### src/rtl/usb_phy_pkg.sv
// Shared types and constants for the USB receive packet path:
// FSM states, error codes, SYNC pattern and size defaults.
package usb_phy_pkg;

  typedef enum logic [1:0] {
    ST_IDLE,
    ST_DATA,
    ST_EOP,
    ST_ERR
  } rx_state_e;

  typedef enum logic [2:0] {
    ERR_NONE    = 3'd0,
    ERR_STUFF   = 3'd1,
    ERR_ALIGN   = 3'd2,
    ERR_BABBLE  = 3'd3,
    ERR_TIMEOUT = 3'd4
  } rx_err_e;

  // Arrival order 0,0,0,0,0,0,0,1 with newest bit in the LSB.
  localparam logic [7:0] SYNC_PATTERN = 8'b0000_0001;

  localparam int MAX_BYTES_DEF   = 1027;
  localparam int BIT_TIMEOUT_DEF = 16;
  localparam int CNT_W           = 11;

endpackage

### src/rtl/usb_rx_pkt_ctrl_if.sv
// Packet-side output bundle of the receive controller.
// master: controller drives; slave: packet consumer observes.
interface usb_rx_pkt_ctrl_if;
  import usb_phy_pkg::*;

  logic [7:0]       o_byte;
  logic             o_byte_valid;
  logic             o_pkt_start;
  logic             o_pkt_end;
  logic             o_pkt_err;
  logic [2:0]       o_err_code;
  logic             o_active;
  logic [CNT_W-1:0] o_byte_count;

  modport master (
    output o_byte, o_byte_valid,
    output o_pkt_start, o_pkt_end, o_pkt_err,
    output o_err_code, o_active, o_byte_count
  );

  modport slave (
    input o_byte, o_byte_valid,
    input o_pkt_start, o_pkt_end, o_pkt_err,
    input o_err_code, o_active, o_byte_count
  );

endinterface

### src/rtl/rx_byte_assembler.sv
// Packs destuffed bits (LSB first) into bytes and counts bytes.
// Ports: clr_i restarts a packet, bit_i/bit_valid_i feed bits;
// byte_o/byte_valid_o/byte_count_o are registered; *_nxt_o are
// the next-state values for end-of-packet alignment checks.
module rx_byte_assembler
  import usb_phy_pkg::*;
#(
  parameter int CW = CNT_W
) (
  input  logic          clk_i,
  input  logic          rst_i,
  input  logic          clr_i,
  input  logic          bit_i,
  input  logic          bit_valid_i,
  output logic [7:0]    byte_o,
  output logic          byte_valid_o,
  output logic [CW-1:0] byte_count_o,
  output logic [2:0]    bit_cnt_nxt_o,
  output logic [CW-1:0] byte_count_nxt_o
);

  logic [2:0]    bit_cnt_q, bit_cnt_d;
  logic [7:0]    shreg_q, shreg_d;
  logic [7:0]    byte_q, byte_d;
  logic          vld_q, vld_d;
  logic [CW-1:0] cnt_q, cnt_d;

  always_comb begin
    bit_cnt_d = bit_cnt_q;
    shreg_d   = shreg_q;
    byte_d    = byte_q;
    vld_d     = 1'b0;
    cnt_d     = cnt_q;
    if (clr_i) begin
      bit_cnt_d = '0;
      shreg_d   = '0;
      cnt_d     = '0;
    end else if (bit_valid_i) begin
      shreg_d[bit_cnt_q] = bit_i;
      if (bit_cnt_q == 3'd7) begin
        byte_d    = shreg_d;
        vld_d     = 1'b1;
        bit_cnt_d = '0;
        cnt_d     = cnt_q + 1'b1;
      end else begin
        bit_cnt_d = bit_cnt_q + 1'b1;
      end
    end
  end

  always_ff @(posedge clk_i) begin
    if (rst_i) begin
      bit_cnt_q <= '0;
      shreg_q   <= '0;
      byte_q    <= '0;
      vld_q     <= 1'b0;
      cnt_q     <= '0;
    end else begin
      bit_cnt_q <= bit_cnt_d;
      shreg_q   <= shreg_d;
      byte_q    <= byte_d;
      vld_q     <= vld_d;
      cnt_q     <= cnt_d;
    end
  end

  assign byte_o           = byte_q;
  assign byte_valid_o     = vld_q;
  assign byte_count_o     = cnt_q;
  assign bit_cnt_nxt_o    = bit_cnt_d;
  assign byte_count_nxt_o = cnt_d;

endmodule

### src/rtl/usb_rx_pkt_ctrl.sv
// USB receive packet controller: SYNC detect, destuffer feed,
// packet FSM with stuff/align/babble/timeout errors.
// Ports: i_clk/i_rst, line bits i_bit/i_bit_valid/i_se0,
// destuffer link o_dstf_*/i_dstf_*, packet bundle pkt (master).
module usb_rx_pkt_ctrl
  import usb_phy_pkg::*;
#(
  parameter int MAX_BYTES   = MAX_BYTES_DEF,
  parameter int BIT_TIMEOUT = BIT_TIMEOUT_DEF
) (
  input  logic i_clk,
  input  logic i_rst,
  input  logic i_bit,
  input  logic i_bit_valid,
  input  logic i_se0,
  output logic o_dstf_packet_start,
  output logic o_dstf_data,
  output logic o_dstf_valid,
  input  logic i_dstf_data,
  input  logic i_dstf_valid,
  input  logic i_dstf_error,
  usb_rx_pkt_ctrl_if.master pkt
);

  localparam int TO_W = $clog2(BIT_TIMEOUT + 1);
  localparam logic [TO_W-1:0] TO_LAST =
    TO_W'(BIT_TIMEOUT - 1);
  localparam logic [CNT_W-1:0] MAX_CNT = CNT_W'(MAX_BYTES);

  rx_state_e        state_q;
  rx_err_e          err_code_q;
  logic [6:0]       hist_q;
  logic [6:0]       hist_vld_q;
  logic [TO_W-1:0]  to_cnt_q;
  logic             dstf_start_q;
  logic             pkt_start_q;
  logic             pkt_end_q;
  logic             pkt_err_q;

  logic             bit_ok;
  logic             se0_ok;
  logic [7:0]       hist_nxt;
  logic             sync_hit;
  logic             in_pkt;
  logic             stuff_err;
  logic             babble;
  logic             timeout;
  logic             acc;
  logic             eop_ok;
  logic [CNT_W-1:0] byte_cnt;
  logic [CNT_W-1:0] byte_cnt_nxt;
  logic [2:0]       bit_cnt_nxt;

  assign bit_ok   = i_bit_valid & ~i_se0;
  assign se0_ok   = i_bit_valid & i_se0;
  assign hist_nxt = {hist_q, i_bit};
  assign in_pkt   = (state_q == ST_DATA) |
                    (state_q == ST_EOP);

  // hist_vld_q tracks how many bits arrived since the last clear,
  // so a cleared history cannot alias the SYNC pattern.
  assign sync_hit = (state_q == ST_IDLE) & bit_ok &
                    (&hist_vld_q) &
                    (hist_nxt == SYNC_PATTERN);

  // The destuffer still shows the previous packet's sticky error
  // in the cycle it first sees packet_start.
  assign stuff_err = in_pkt & i_dstf_error & ~dstf_start_q;
  assign babble    = in_pkt & i_dstf_valid &
                     (byte_cnt == MAX_CNT);
  assign timeout   = (state_q == ST_DATA) & ~i_bit_valid &
                     (to_cnt_q == TO_LAST);
  assign acc       = in_pkt & i_dstf_valid &
                     ~stuff_err & ~babble;
  assign eop_ok    = (bit_cnt_nxt == 3'd0) &
                     (byte_cnt_nxt != '0);

  assign o_dstf_packet_start = dstf_start_q;
  assign o_dstf_data         = i_bit;
  assign o_dstf_valid        = (state_q == ST_DATA) & bit_ok;

  rx_byte_assembler #(
    .CW (CNT_W)
  ) u_asm (
    .clk_i            (i_clk),
    .rst_i            (i_rst),
    .clr_i            (sync_hit),
    .bit_i            (i_dstf_data),
    .bit_valid_i      (acc),
    .byte_o           (pkt.o_byte),
    .byte_valid_o     (pkt.o_byte_valid),
    .byte_count_o     (byte_cnt),
    .bit_cnt_nxt_o    (bit_cnt_nxt),
    .byte_count_nxt_o (byte_cnt_nxt)
  );

  always_ff @(posedge i_clk) begin
    if (i_rst) begin
      state_q      <= ST_IDLE;
      err_code_q   <= ERR_NONE;
      hist_q       <= '0;
      hist_vld_q   <= '0;
      to_cnt_q     <= '0;
      dstf_start_q <= 1'b0;
      pkt_start_q  <= 1'b0;
      pkt_end_q    <= 1'b0;
      pkt_err_q    <= 1'b0;
    end else begin
      dstf_start_q <= 1'b0;
      pkt_start_q  <= 1'b0;
      pkt_end_q    <= 1'b0;
      pkt_err_q    <= 1'b0;
      unique case (state_q)
        ST_IDLE: begin
          to_cnt_q <= '0;
          if (se0_ok) begin
            hist_q     <= '0;
            hist_vld_q <= '0;
          end else if (bit_ok) begin
            hist_q     <= hist_nxt[6:0];
            hist_vld_q <= {hist_vld_q[5:0], 1'b1};
            if (sync_hit) begin
              state_q      <= ST_DATA;
              err_code_q   <= ERR_NONE;
              hist_vld_q   <= '0;
              dstf_start_q <= 1'b1;
              pkt_start_q  <= 1'b1;
            end
          end
        end
        ST_DATA: begin
          to_cnt_q <= i_bit_valid ? '0 : to_cnt_q + 1'b1;
          if (stuff_err) begin
            state_q    <= ST_ERR;
            pkt_err_q  <= 1'b1;
            err_code_q <= ERR_STUFF;
          end else if (babble) begin
            state_q    <= ST_ERR;
            pkt_err_q  <= 1'b1;
            err_code_q <= ERR_BABBLE;
          end else if (timeout) begin
            state_q    <= ST_ERR;
            pkt_err_q  <= 1'b1;
            err_code_q <= ERR_TIMEOUT;
          end else if (se0_ok) begin
            state_q <= ST_EOP;
          end
        end
        ST_EOP: begin
          to_cnt_q <= '0;
          state_q  <= ST_IDLE;
          if (stuff_err) begin
            state_q    <= ST_ERR;
            pkt_err_q  <= 1'b1;
            err_code_q <= ERR_STUFF;
          end else if (babble) begin
            state_q    <= ST_ERR;
            pkt_err_q  <= 1'b1;
            err_code_q <= ERR_BABBLE;
          end else if (eop_ok) begin
            pkt_end_q <= 1'b1;
          end else begin
            pkt_err_q  <= 1'b1;
            err_code_q <= ERR_ALIGN;
          end
        end
        ST_ERR: begin
          to_cnt_q <= '0;
          if (se0_ok) state_q <= ST_IDLE;
        end
        default: state_q <= ST_IDLE;
      endcase
    end
  end

  assign pkt.o_pkt_start  = pkt_start_q;
  assign pkt.o_pkt_end    = pkt_end_q;
  assign pkt.o_pkt_err    = pkt_err_q;
  assign pkt.o_err_code   = err_code_q;
  assign pkt.o_active     = in_pkt;
  assign pkt.o_byte_count = byte_cnt;

endmodule

### src/flat_wrapper.sv
// flat-port wrapper written by rule: the top's interface ports become plain ports
module usb_rx_pkt_ctrl_flat import usb_phy_pkg::*;
#(
  parameter int MAX_BYTES   = MAX_BYTES_DEF,
  parameter int BIT_TIMEOUT = BIT_TIMEOUT_DEF
)
  (i_clk, i_rst, i_bit, i_bit_valid, i_se0, o_dstf_packet_start, o_dstf_data, o_dstf_valid, i_dstf_data, i_dstf_valid, i_dstf_error, pkt_o_byte, pkt_o_byte_valid, pkt_o_pkt_start, pkt_o_pkt_end, pkt_o_pkt_err, pkt_o_err_code, pkt_o_active, pkt_o_byte_count);
  usb_rx_pkt_ctrl_if pkt_i ();
  input  logic i_clk;
  input  logic i_rst;
  input  logic i_bit;
  input  logic i_bit_valid;
  input  logic i_se0;
  output logic o_dstf_packet_start;
  output logic o_dstf_data;
  output logic o_dstf_valid;
  input  logic i_dstf_data;
  input  logic i_dstf_valid;
  input  logic i_dstf_error;
  output wire logic [$bits(pkt_i.o_byte)-1:0] pkt_o_byte;
  output wire logic [$bits(pkt_i.o_byte_valid)-1:0] pkt_o_byte_valid;
  output wire logic [$bits(pkt_i.o_pkt_start)-1:0] pkt_o_pkt_start;
  output wire logic [$bits(pkt_i.o_pkt_end)-1:0] pkt_o_pkt_end;
  output wire logic [$bits(pkt_i.o_pkt_err)-1:0] pkt_o_pkt_err;
  output wire logic [$bits(pkt_i.o_err_code)-1:0] pkt_o_err_code;
  output wire logic [$bits(pkt_i.o_active)-1:0] pkt_o_active;
  output wire logic [$bits(pkt_i.o_byte_count)-1:0] pkt_o_byte_count;
  assign pkt_o_byte = pkt_i.o_byte;
  assign pkt_o_byte_valid = pkt_i.o_byte_valid;
  assign pkt_o_pkt_start = pkt_i.o_pkt_start;
  assign pkt_o_pkt_end = pkt_i.o_pkt_end;
  assign pkt_o_pkt_err = pkt_i.o_pkt_err;
  assign pkt_o_err_code = pkt_i.o_err_code;
  assign pkt_o_active = pkt_i.o_active;
  assign pkt_o_byte_count = pkt_i.o_byte_count;
  usb_rx_pkt_ctrl #(.MAX_BYTES(MAX_BYTES), .BIT_TIMEOUT(BIT_TIMEOUT)) u_core (.i_clk(i_clk), .i_rst(i_rst), .i_bit(i_bit), .i_bit_valid(i_bit_valid), .i_se0(i_se0), .o_dstf_packet_start(o_dstf_packet_start), .o_dstf_data(o_dstf_data), .o_dstf_valid(o_dstf_valid), .i_dstf_data(i_dstf_data), .i_dstf_valid(i_dstf_valid), .i_dstf_error(i_dstf_error), .pkt(pkt_i));
endmodule
### config.mk
export PLATFORM = sky130hd
export DESIGN_NAME = usb_rx_pkt_ctrl_flat
export DESIGN_NICKNAME = d
export VERILOG_FILES = /design/src/rtl/usb_phy_pkg.sv /design/src/rtl/usb_rx_pkt_ctrl_if.sv /design/src/rtl/rx_byte_assembler.sv /design/src/rtl/usb_rx_pkt_ctrl.sv /design/src/flat_wrapper.sv
export SDC_FILE = /design/constraint.sdc
export NUM_CORES = 1
export LEC_CHECK = 0
export ABC_AREA = 1
export BUFFER_PORTS_ARGS = -buffer_cell sky130_fd_sc_hd__buf_4
export CAP_MARGIN = 10
export CORE_ASPECT_RATIO = 1.5
export CORE_MARGIN = 2
export CORE_UTILIZATION = 50
export CTS_CLUSTER_SIZE = 12
export DETAILED_ROUTE_END_ITERATION = 7
export GPL_TIMING_DRIVEN = 1
export HOLD_SLACK_MARGIN = 0.02
export PLACE_DENSITY = 0.7
export SLEW_MARGIN = 25
export SYNTH_ARGS = -nofsm -noshare
export SYNTH_HDL_FRONTEND = slang
export SYNTH_HIERARCHICAL = 1
export SYNTH_SLANG_ARGS = --single-unit
### constraint.sdc
create_clock -name i_clk -period 3.34 [get_ports i_clk]
set_clock_uncertainty 0.1 [all_clocks]
set_input_delay 0 -clock i_clk [delete_from_list [all_inputs] [get_ports i_clk]]
set_output_delay 0 -clock i_clk [all_outputs]
set_load 0.005 [all_outputs]
==> key figures, run 1 <==
GRT
  – Wire length of the first global-routing pass: around 11 mm
  – Initial antenna violation count: 0
  – Fraction of met2 tracks used by global routing: 0.383
  – Global routing met1 resource utilization: 0.250
  – GR Layer Usage met3: 0.0617
  – Routing layer with the top usage in global route: met2
  – Pin count of the biggest net entering global routing: 40
  – Vias in the first global route: around 2700
  – Grt total ovfl: 0
  – Total routing usage reported by global routing: 0.222

Timing
  – Maximum clock rate: around 330 MHz
  – Worst slew pin tran: 0.426 ns
  – RSZ-0062 raised after global routing: false
  – Aggregate negative setup slack: 0 ns
  – Min Clock Period, post-route: 2.99 ns
  – Hold Fails Final Rpt: 0
  – Max_slew headroom: 0.716
  – Max Slew Vio Count: 0
  – Setup slack after layout: 0.347 ns
  – Final setup viols: 0
  – Final clock period utilization by the worst path: 0.896

Placed design
  – Port Buf Inserts: 37
  – Place WS: ~0.13 ns
  – Global placement routability congestion: 0.887
  – Post-DP HPWL: between 4 and 5 mm

Setup path
  – Startpoint type of the worst setup path: flip-flop
  – Critical Path AT: between 3 and 4 ns
  – CP Class: reg -> reg
  – Critical path capture point type: flip-flop
  – Required time worst endpoint: around 3.5 ns
  – Worst-path maximum fanout: 11

Die
  – Vertical die dimension: ~100 um
  – Floorplan die width: between 60 and 70 um
  – Initial core utilization: 0.522
  – Die Footprint: between 6000 and 7000 um^2
  – Row cnt: 34
  – # IOs: 38
  – Core Region: between 5000 and 6000 um^2

Clock tree
  – Number of CTS-inserted buffers: 9
  – Clock tree from TritonCTS: done
  – Root buffer selected by CTS: sky130_fd_sc_hd__clkbuf_8
  – Clk sink count: just under 60
  – Clock network latency to the later pin of the worst-skew pair: 0.34 ns
  – Post-CTS setup buffer count: 0
  – Max Buffers Root-to-Sink: 2
  – Clock-pin slew on the worst setup and hold paths: 0.06 ns
  – Level count of the clock H-tree: 3

Detailed routing
  – DR vias/cell: 5.13
  – DR DRC count: 0
  – Violation count after the first detailed-route iteration: around 170
  – Wire per inst: ~12 um
  – Detailed-route via count: between 2000 and 3000
  – Post-DRT Antenna Nets: 0
  – Detailed Routing Iterations Pass 1: 4
  – Routed wire length: roughly 6.8 mm

Logic synthesis
  – Cells after Synth: about 450
  – Syn Nets: roughly 470
  – Average cell area after synthesis: 6.77 um^2
  – Summed instance area of the synthesized netlist: 3060 um^2
  – Share of async-settable or async-resettable flops after synthesis: 0
  – Most used flip-flop cell after synthesis: sky130_fd_sc_hd__dfxtp_1
  – #FFs+latches synth: 58
  – Syn. warnings: 6
  – Share of synthesized area occupied by flip-flops and latches: 0.379
  – Number of distinct library cells after synthesis: 33
  – EDFF count, synth: 0

Final layout
  – Layout cell share with drive strength beyond 1: 0.182
  – Growth of design area from synthesis to finish: 19.5%
  – Diode insertion count for antenna repair: 0
  – Commonest non-fill, non-tap cells in the layout: sky130_fd_sc_hd__nor2_1, sky130_fd_sc_hd__nand2_1, sky130_fd_sc_hd__inv_1
  – Fill cell count: 570
  – Most common library cell in the layout ignoring fill and taps: sky130_fd_sc_hd__nor2_1
  – Total number of nets in the final design: slightly above 500

Power
  – Power density relative to cell area: approximately 660 nW/um^2
  – Peak VDD IR: around 0.65 mV
  – Leakage: 1.74 nW

Run
  – Maximum Capacitance Violations: 0

Min path
  – Hold/Removal Path Class: in -> reg

Run status
  – Status: finished clean
-- state kept, by name (all words and copies together) (netlist names) --
| register | flops |
|---|---|
| u_core/u_asm/shreg_q | 8 |
| u_core/u_asm/byte_count_o | 11 |
| u_core/state_q | 2 |
| u_core/hist_vld_q | 7 |
| u_core/pkt.o_pkt_start | 1 |
| u_core/u_asm/byte_valid_o | 1 |
| u_core/pkt.o_pkt_end | 1 |
| u_core/to_cnt_q | 5 |
| u_core/hist_q | 7 |
| u_core/pkt.o_err_code | 3 |
| u_core/u_asm/byte_o | 8 |
| u_core/u_asm/bit_cnt_q | 3 |
| u_core/pkt.o_pkt_err | 1 |
-- where the power goes --
group	leakage (nW)	internal (W)	switching (W)	total [W]
logic	1.15	0.000310	0.000495	0.000805
registers	0.470	0.000777	0.0000704	0.000847
clock network	0.119	0.000480	0.000287	0.000767
-- cells by family after synthesis --
kind of cell / synth area share
AO/OA/AOI/OAI: 0.0870
flip-flops: 0.379
AND/OR/NAND/NOR: 0.378
XOR/XNOR: 0.00572
buffers and inverters: 0.105
adder cells (fa/ha/maj): 0.0450
-- repair_timing --
| item | 4_1_cts | 5_1_grt |
|---|---|---|
| endpoints found under the setup margin | 0 | 4 |
| hold endpoints to repair | 25 | 0 |
| hold buffers | 3 | 0 |
| resized for setup | 0 | 3 |
-- through the flow --
step	hold WS (ns)	util	area, um^2	std cells	power (W)
6_report	0.0621	0.623	3660	572	0.00242
5_1_grt	0.118	0.623	3660	572	0.00258
4_1_cts	0.0485	0.623	3660	572	0.00242
3_5_place_dp	0.0897	0.577	3390	553	0.00165
3_3_place_gp	0.0906	0.577	3390	553	0.00163
2_1_floorplan	-0.0635	-	3060	452	0.00145
-- synth_stat cells (2+ instances only) --
| library cell | count | area share |
|---|---|---|
| sky130_fd_sc_hd__dfxtp_1 | 58 | 0.38 |
| sky130_fd_sc_hd__o21ai_0 | 26 | 0.042 |
| sky130_fd_sc_hd__nand2_2 | 8 | 0.016 |
| sky130_fd_sc_hd__nor2_4 | 2 | 0.0074 |
| sky130_fd_sc_hd__nor3_1 | 11 | 0.018 |
| sky130_fd_sc_hd__a21oi_1 | 17 | 0.028 |
| sky130_fd_sc_hd__nor4_1 | 5 | 0.010 |
| sky130_fd_sc_hd__nand2_1 | 80 | 0.098 |
| sky130_fd_sc_hd__inv_2 | 4 | 0.0049 |
| sky130_fd_sc_hd__inv_1 | 61 | 0.075 |
| sky130_fd_sc_hd__nand4_1 | 6 | 0.012 |
| sky130_fd_sc_hd__nor2_1 | 92 | 0.11 |
| sky130_fd_sc_hd__nand3_1 | 35 | 0.057 |
| sky130_fd_sc_hd__buf_6 | 2 | 0.0074 |
| sky130_fd_sc_hd__nor2_2 | 8 | 0.016 |
| sky130_fd_sc_hd__nand3_2 | 3 | 0.0098 |
| sky130_fd_sc_hd__buf_2 | 2 | 0.0033 |
| sky130_fd_sc_hd__buf_4 | 3 | 0.0074 |
| sky130_fd_sc_hd__clkbuf_1 | 5 | 0.0061 |
| sky130_fd_sc_hd__ha_1 | 11 | 0.045 |
-- final timing paths --
kind / startpoint / to / slack (ns) / depth (start not counted)
worst max register to register: u_core/state_q[1]$_SDFFE_PP0P_ / u_core/pkt.o_err_code[1]$_SDFFE_PP0P_ / 0.35 / 20
worst max-delay path: u_core/state_q[1]$_SDFFE_PP0P_ / u_core/pkt.o_err_code[1]$_SDFFE_PP0P_ / 0.35 / 20
worst min register to register: u_core/to_cnt_q[0]$_SDFF_PP0_ / u_core/to_cnt_q[0]$_SDFF_PP0_ / 0.35 / 1
worst min-delay path: i_se0 / u_core/hist_q[0]$_SDFFE_PP0P_ / 0.06 / 6
-- routing by layer --
metal	up-vias	wire (um)
met3	15	276
met1	1345	2910
met2	62	3520
li1	1515	-
met4	0	129
met5	-	0
-- critical path, cell delays in order (launching register included) --
cell and delay [ns]:
sky130_fd_sc_hd__dfxtp_1 0.42, sky130_fd_sc_hd__inv_1 0.13, sky130_fd_sc_hd__ha_2 0.35, sky130_fd_sc_hd__nand2_2 0.11
sky130_fd_sc_hd__nor2_4 0.05, sky130_fd_sc_hd__nand2_4 0.09, sky130_fd_sc_hd__nand4_1 0.11, sky130_fd_sc_hd__inv_2 0.20
sky130_fd_sc_hd__nand3_1 0.13, sky130_fd_sc_hd__nor2_2 0.17, sky130_fd_sc_hd__nand3_1 0.09, sky130_fd_sc_hd__nand3_1 0.11
sky130_fd_sc_hd__inv_1 0.04, sky130_fd_sc_hd__nor2_1 0.11, sky130_fd_sc_hd__nand2_1 0.08, sky130_fd_sc_hd__nor2_1 0.10
sky130_fd_sc_hd__nand2_1 0.08, sky130_fd_sc_hd__nand3_2 0.16, sky130_fd_sc_hd__nand3_2 0.10, sky130_fd_sc_hd__nor2_1 0.11
sky130_fd_sc_hd__nor2_1 0.05
-- layout make-up --
class | count | area [um^2] | share of cell area
Clock buffer | 12 | 165 | 0.0451
Multi-Input combinational cell | 316 | 1580 | 0.432
Inverter | 65 | 244 | 0.0667
Timing Repair Buffer | 45 | 345 | 0.0944
Clock inverter | 4 | 72.6 | 0.0198
Sequential cell | 58 | 1160 | 0.317
Tap cell | 72 | 90.1 | 0.0246
Power figures use the tool's default switching activity.
==> run 2, diff against run 1 <==
MAX_ROUTING_LAYER = met4   (was not set)
==> run 2 against run 1 <==
Compared with the run above: register-to-register slack about the same; sequential cell count unchanged; non-clock buffer count unchanged; critical path type unchanged; utilization unchanged; fmax decreased by 0.28%; first-iteration DRC count increased by 4.6%.
==> key figures, run 2 (synthesized netlist as in run 1, its figures left out) <==
Run status
  – Status: finished clean

GRT
  – Wire length of the first global-routing pass: 11.5 mm (about the same)
  – Vias in the first global route: 2658 (-0.15%)
  – Pin count of the biggest net entering global routing: 40 (unchanged)
  – Total routing usage reported by global routing: 0.227 (+0.00482)
  – Grt total ovfl: 0 (unchanged)
  – Initial antenna violation count: 0 (unchanged)

Placed design
  – Global placement routability congestion: 0.902 (+1.7%)
  – Placed insts: 553 (unchanged)
  – Post-DP HPWL: 4.82 mm (unchanged)
  – Port Buf Inserts: 37 (unchanged)

Setup path
  – Cell depth of the worst flop-to-flop path: 20 (unchanged)
  – Worst-path maximum fanout: 11 (unchanged)
  – Worst R2R Setup Slack: 0.34 ns (about the same)
  – Crit path launch: u_core/state_q[0]$_SDFFE_PP0P_
  – Required time worst endpoint: 3.47 ns (about the same)
  – Critical path capture point type: flip-flop
  – Endpoint of the worst-slack reg-to-reg timing path: u_core/pkt.o_err_code[1]$_SDFFE_PP0P_
  – R2R Path Start: u_core/state_q[0]$_SDFFE_PP0P_
  – Critical Path AT: 3.14 ns (about the same)
  – Critical path destination: u_core/pkt.o_err_code[1]$_SDFFE_PP0P_
  – CP Class: reg -> reg
  – Startpoint type of the worst setup path: flip-flop

Die
  – # IOs: 38 (unchanged)
  – Floorplan die width: 67.9 um (unchanged)
  – Die Footprint: 6780 um^2 (unchanged)
  – Core Region: 5870 um^2 (unchanged)
  – Vertical die dimension: 99.8 um (unchanged)
  – Row cnt: 34 (unchanged)
  – Initial core utilization: 0.522 (unchanged)

Power
  – Leakage: 1.74 nW (unchanged)
  – Clock share of power: 0.317 (about the same)
  – Part of the total power dissipated in sequential elements: 0.351 (about the same)
  – Internal power of the cells: 0.00157 W (about the same)
  – Switch Pwr: 0.000848 W (-0.52%)
  – Switching power as a share of total power: 0.351 (-0.00118)
  – Power density relative to cell area: 660 nW/um^2 (-0.18%)
  – Proportion of power drawn by combinational gates: 0.331 (-0.002)
  – Peak VDD IR: 0.648 mV (-0.38%)

Detailed routing
  – DR vias/cell: 5.13 (-0.17%)
  – DR DRC count: 0 (unchanged)
  – Violation count after the first detailed-route iteration: 182 (+4.6%)
  – Wire per inst: 12.0 um (+0.28%)
  – Detailed Routing Iterations Pass 1: 4 (unchanged)
  – Detailed-route via count: 2932 (-0.17%)
  – Routed wire length: 6.86 mm (+0.28%)
  – Post-DRT Antenna Nets: 0 (unchanged)

Timing
  – RSZ-0062 raised after global routing: false
  – Max Slew Vio Count: 0 (unchanged)
  – Final clock period utilization by the worst path: 0.899 (+0.00248)
  – Worst slew pin tran: 0.435 ns (+0.00886 ns)
  – Min Clock Period, post-route: 3.00 ns (+0.00830 ns)
  – Aggregate negative setup slack: 0 ns (unchanged)
  – Maximum clock rate: 333 MHz (-0.28%)
  – Final setup viols: 0 (unchanged)
  – Hold Fails Final Rpt: 0 (unchanged)
  – Max_slew headroom: 0.710 (-0.00591)

Final layout
  – Layout cell share with drive strength beyond 1: 0.182 (unchanged)
  – Most common library cell in the layout ignoring fill and taps: sky130_fd_sc_hd__nor2_1
  – Commonest non-fill, non-tap cells in the layout: sky130_fd_sc_hd__nor2_1, sky130_fd_sc_hd__nand2_1, sky130_fd_sc_hd__inv_1
  – Flip-flop count of the largest register, all copies and words added: 11 (unchanged)
  – Diode insertion count for antenna repair: 0 (unchanged)
  – Total number of nets in the final design: 514 (unchanged)
  – Growth of design area from synthesis to finish: 19.5% (unchanged)
  – Fill cell count: 570 (unchanged)
  – Final standard cell utilization of the core: 0.623 (unchanged)
  – Post-route non-filler standard cell count: 572 (unchanged)

Clock tree
  – Clock-pin slew on the worst setup and hold paths: 0.06 ns (about the same)
  – Max Buffers Root-to-Sink: 2 (unchanged)
  – Level count of the clock H-tree: 3 (unchanged)
  – Clock network latency to the later pin of the worst-skew pair: 0.34 ns (about the same)
  – Root buffer selected by CTS: sky130_fd_sc_hd__clkbuf_8
  – Clk sink count: 58 (unchanged)
  – Clock tree from TritonCTS: done
  – Post-CTS setup buffer count: 0 (unchanged)
  – Number of CTS-inserted buffers: 9 (unchanged)

Min path
  – Hold/Removal Path Class: in -> reg

Run
  – Maximum Capacitance Violations: 0 (unchanged)
## run 2: cell counts in the layout (fill, tap and decap cells not counted)
Identical to the previous run, type by type.
## run 2: cell type report
type / count / area (um^2) / area share
clock buffers: 12 / 165 / 0.0451
well taps: 72 / 90.1 / 0.0246
clock inverters: 4 / 72.6 / 0.0198
flip-flops and latches: 58 / 1160 / 0.317
repair buffers: 45 / 345 / 0.0944
inverters: 65 / 244 / 0.0667
multi-input cells: 316 / 1580 / 0.432
## run 2: per-stage QoR
step	setup slack (ns)	total power, W	hold WS, ns	cell area (um^2)
global route	0.0475	0.00258	0.124	3660
finish	0.339	0.00241	0.0626	3660
detailed placement	0.134	0.00165	0.0897	3390
CTS	0.0988	0.00242	0.0485	3660
floorplan	0.622	0.00145	-0.0635	3060
global placement	0.256	0.00163	0.0906	3390
## run 2: per-layer routing
metal | GRT usage | vias to the layer above | part of all wire
met3 | 0.0504 | 10 | 0.038
met2 | 0.382 | 52 | 0.52
li1 | - | 1512 | -
met4 | 0.0969 | 0 | 0.015
met1 | 0.251 | 1358 | 0.42
met5 | - | - | 0
## run 2: how the worst min path moves through the flow
| stage | startpoint | end | slack [ns] | depth (start not counted) |
|---|---|---|---|---|
| finish | i_se0 | u_core/hist_q[0]$_SDFFE_PP0P_ | 0.06 | 6 |
| global route | i_se0 | u_core/hist_q[0]$_SDFFE_PP0P_ | 0.12 | 6 |
| global placement | i_bit | o_dstf_data | 0.09 | 2 |
| detailed placement | i_bit | o_dstf_data | 0.09 | 2 |
| CTS | i_se0 | u_core/hist_q[0]$_SDFFE_PP0P_ | 0.05 | 6 |
| floorplan | i_se0 | o_dstf_valid | -0.06 | 1 |
## run 2: power by group through the flow
stage               clock (W)  combinational, W  sequential [W]
finish               0.000767          0.000800        0.000848
global route         0.000811          0.000911        0.000859
CTS                  0.000781          0.000796        0.000848
detailed placement          0          0.000787        0.000861
global placement            0          0.000771        0.000857
floorplan                   0          0.000607        0.000848
## run 2: what timing repair did
item,4_1_cts,5_1_grt
resized for setup,0,3
hold endpoints to repair,25,0
hold buffers,3,0
setup endpoints to repair,0,4
## run 2: worst max-delay path, cell delays in order (launching register included)
cell	delay [ns]
sky130_fd_sc_hd__dfxtp_1	0.40
sky130_fd_sc_hd__inv_1	0.13
sky130_fd_sc_hd__ha_2	0.37
sky130_fd_sc_hd__nand2_2	0.11
sky130_fd_sc_hd__nor2_4	0.05
sky130_fd_sc_hd__nand2_4	0.09
sky130_fd_sc_hd__nand4_1	0.11
sky130_fd_sc_hd__inv_2	0.20
sky130_fd_sc_hd__nand3_1	0.13
sky130_fd_sc_hd__nor2_2	0.17
sky130_fd_sc_hd__nand3_1	0.09
sky130_fd_sc_hd__nand3_1	0.12
sky130_fd_sc_hd__inv_1	0.05
sky130_fd_sc_hd__nor2_1	0.11
sky130_fd_sc_hd__nand2_1	0.08
sky130_fd_sc_hd__nor2_1	0.10
sky130_fd_sc_hd__nand2_1	0.08
sky130_fd_sc_hd__nand3_2	0.16
sky130_fd_sc_hd__nand3_2	0.10
sky130_fd_sc_hd__nor2_1	0.11
sky130_fd_sc_hd__nor2_1	0.05
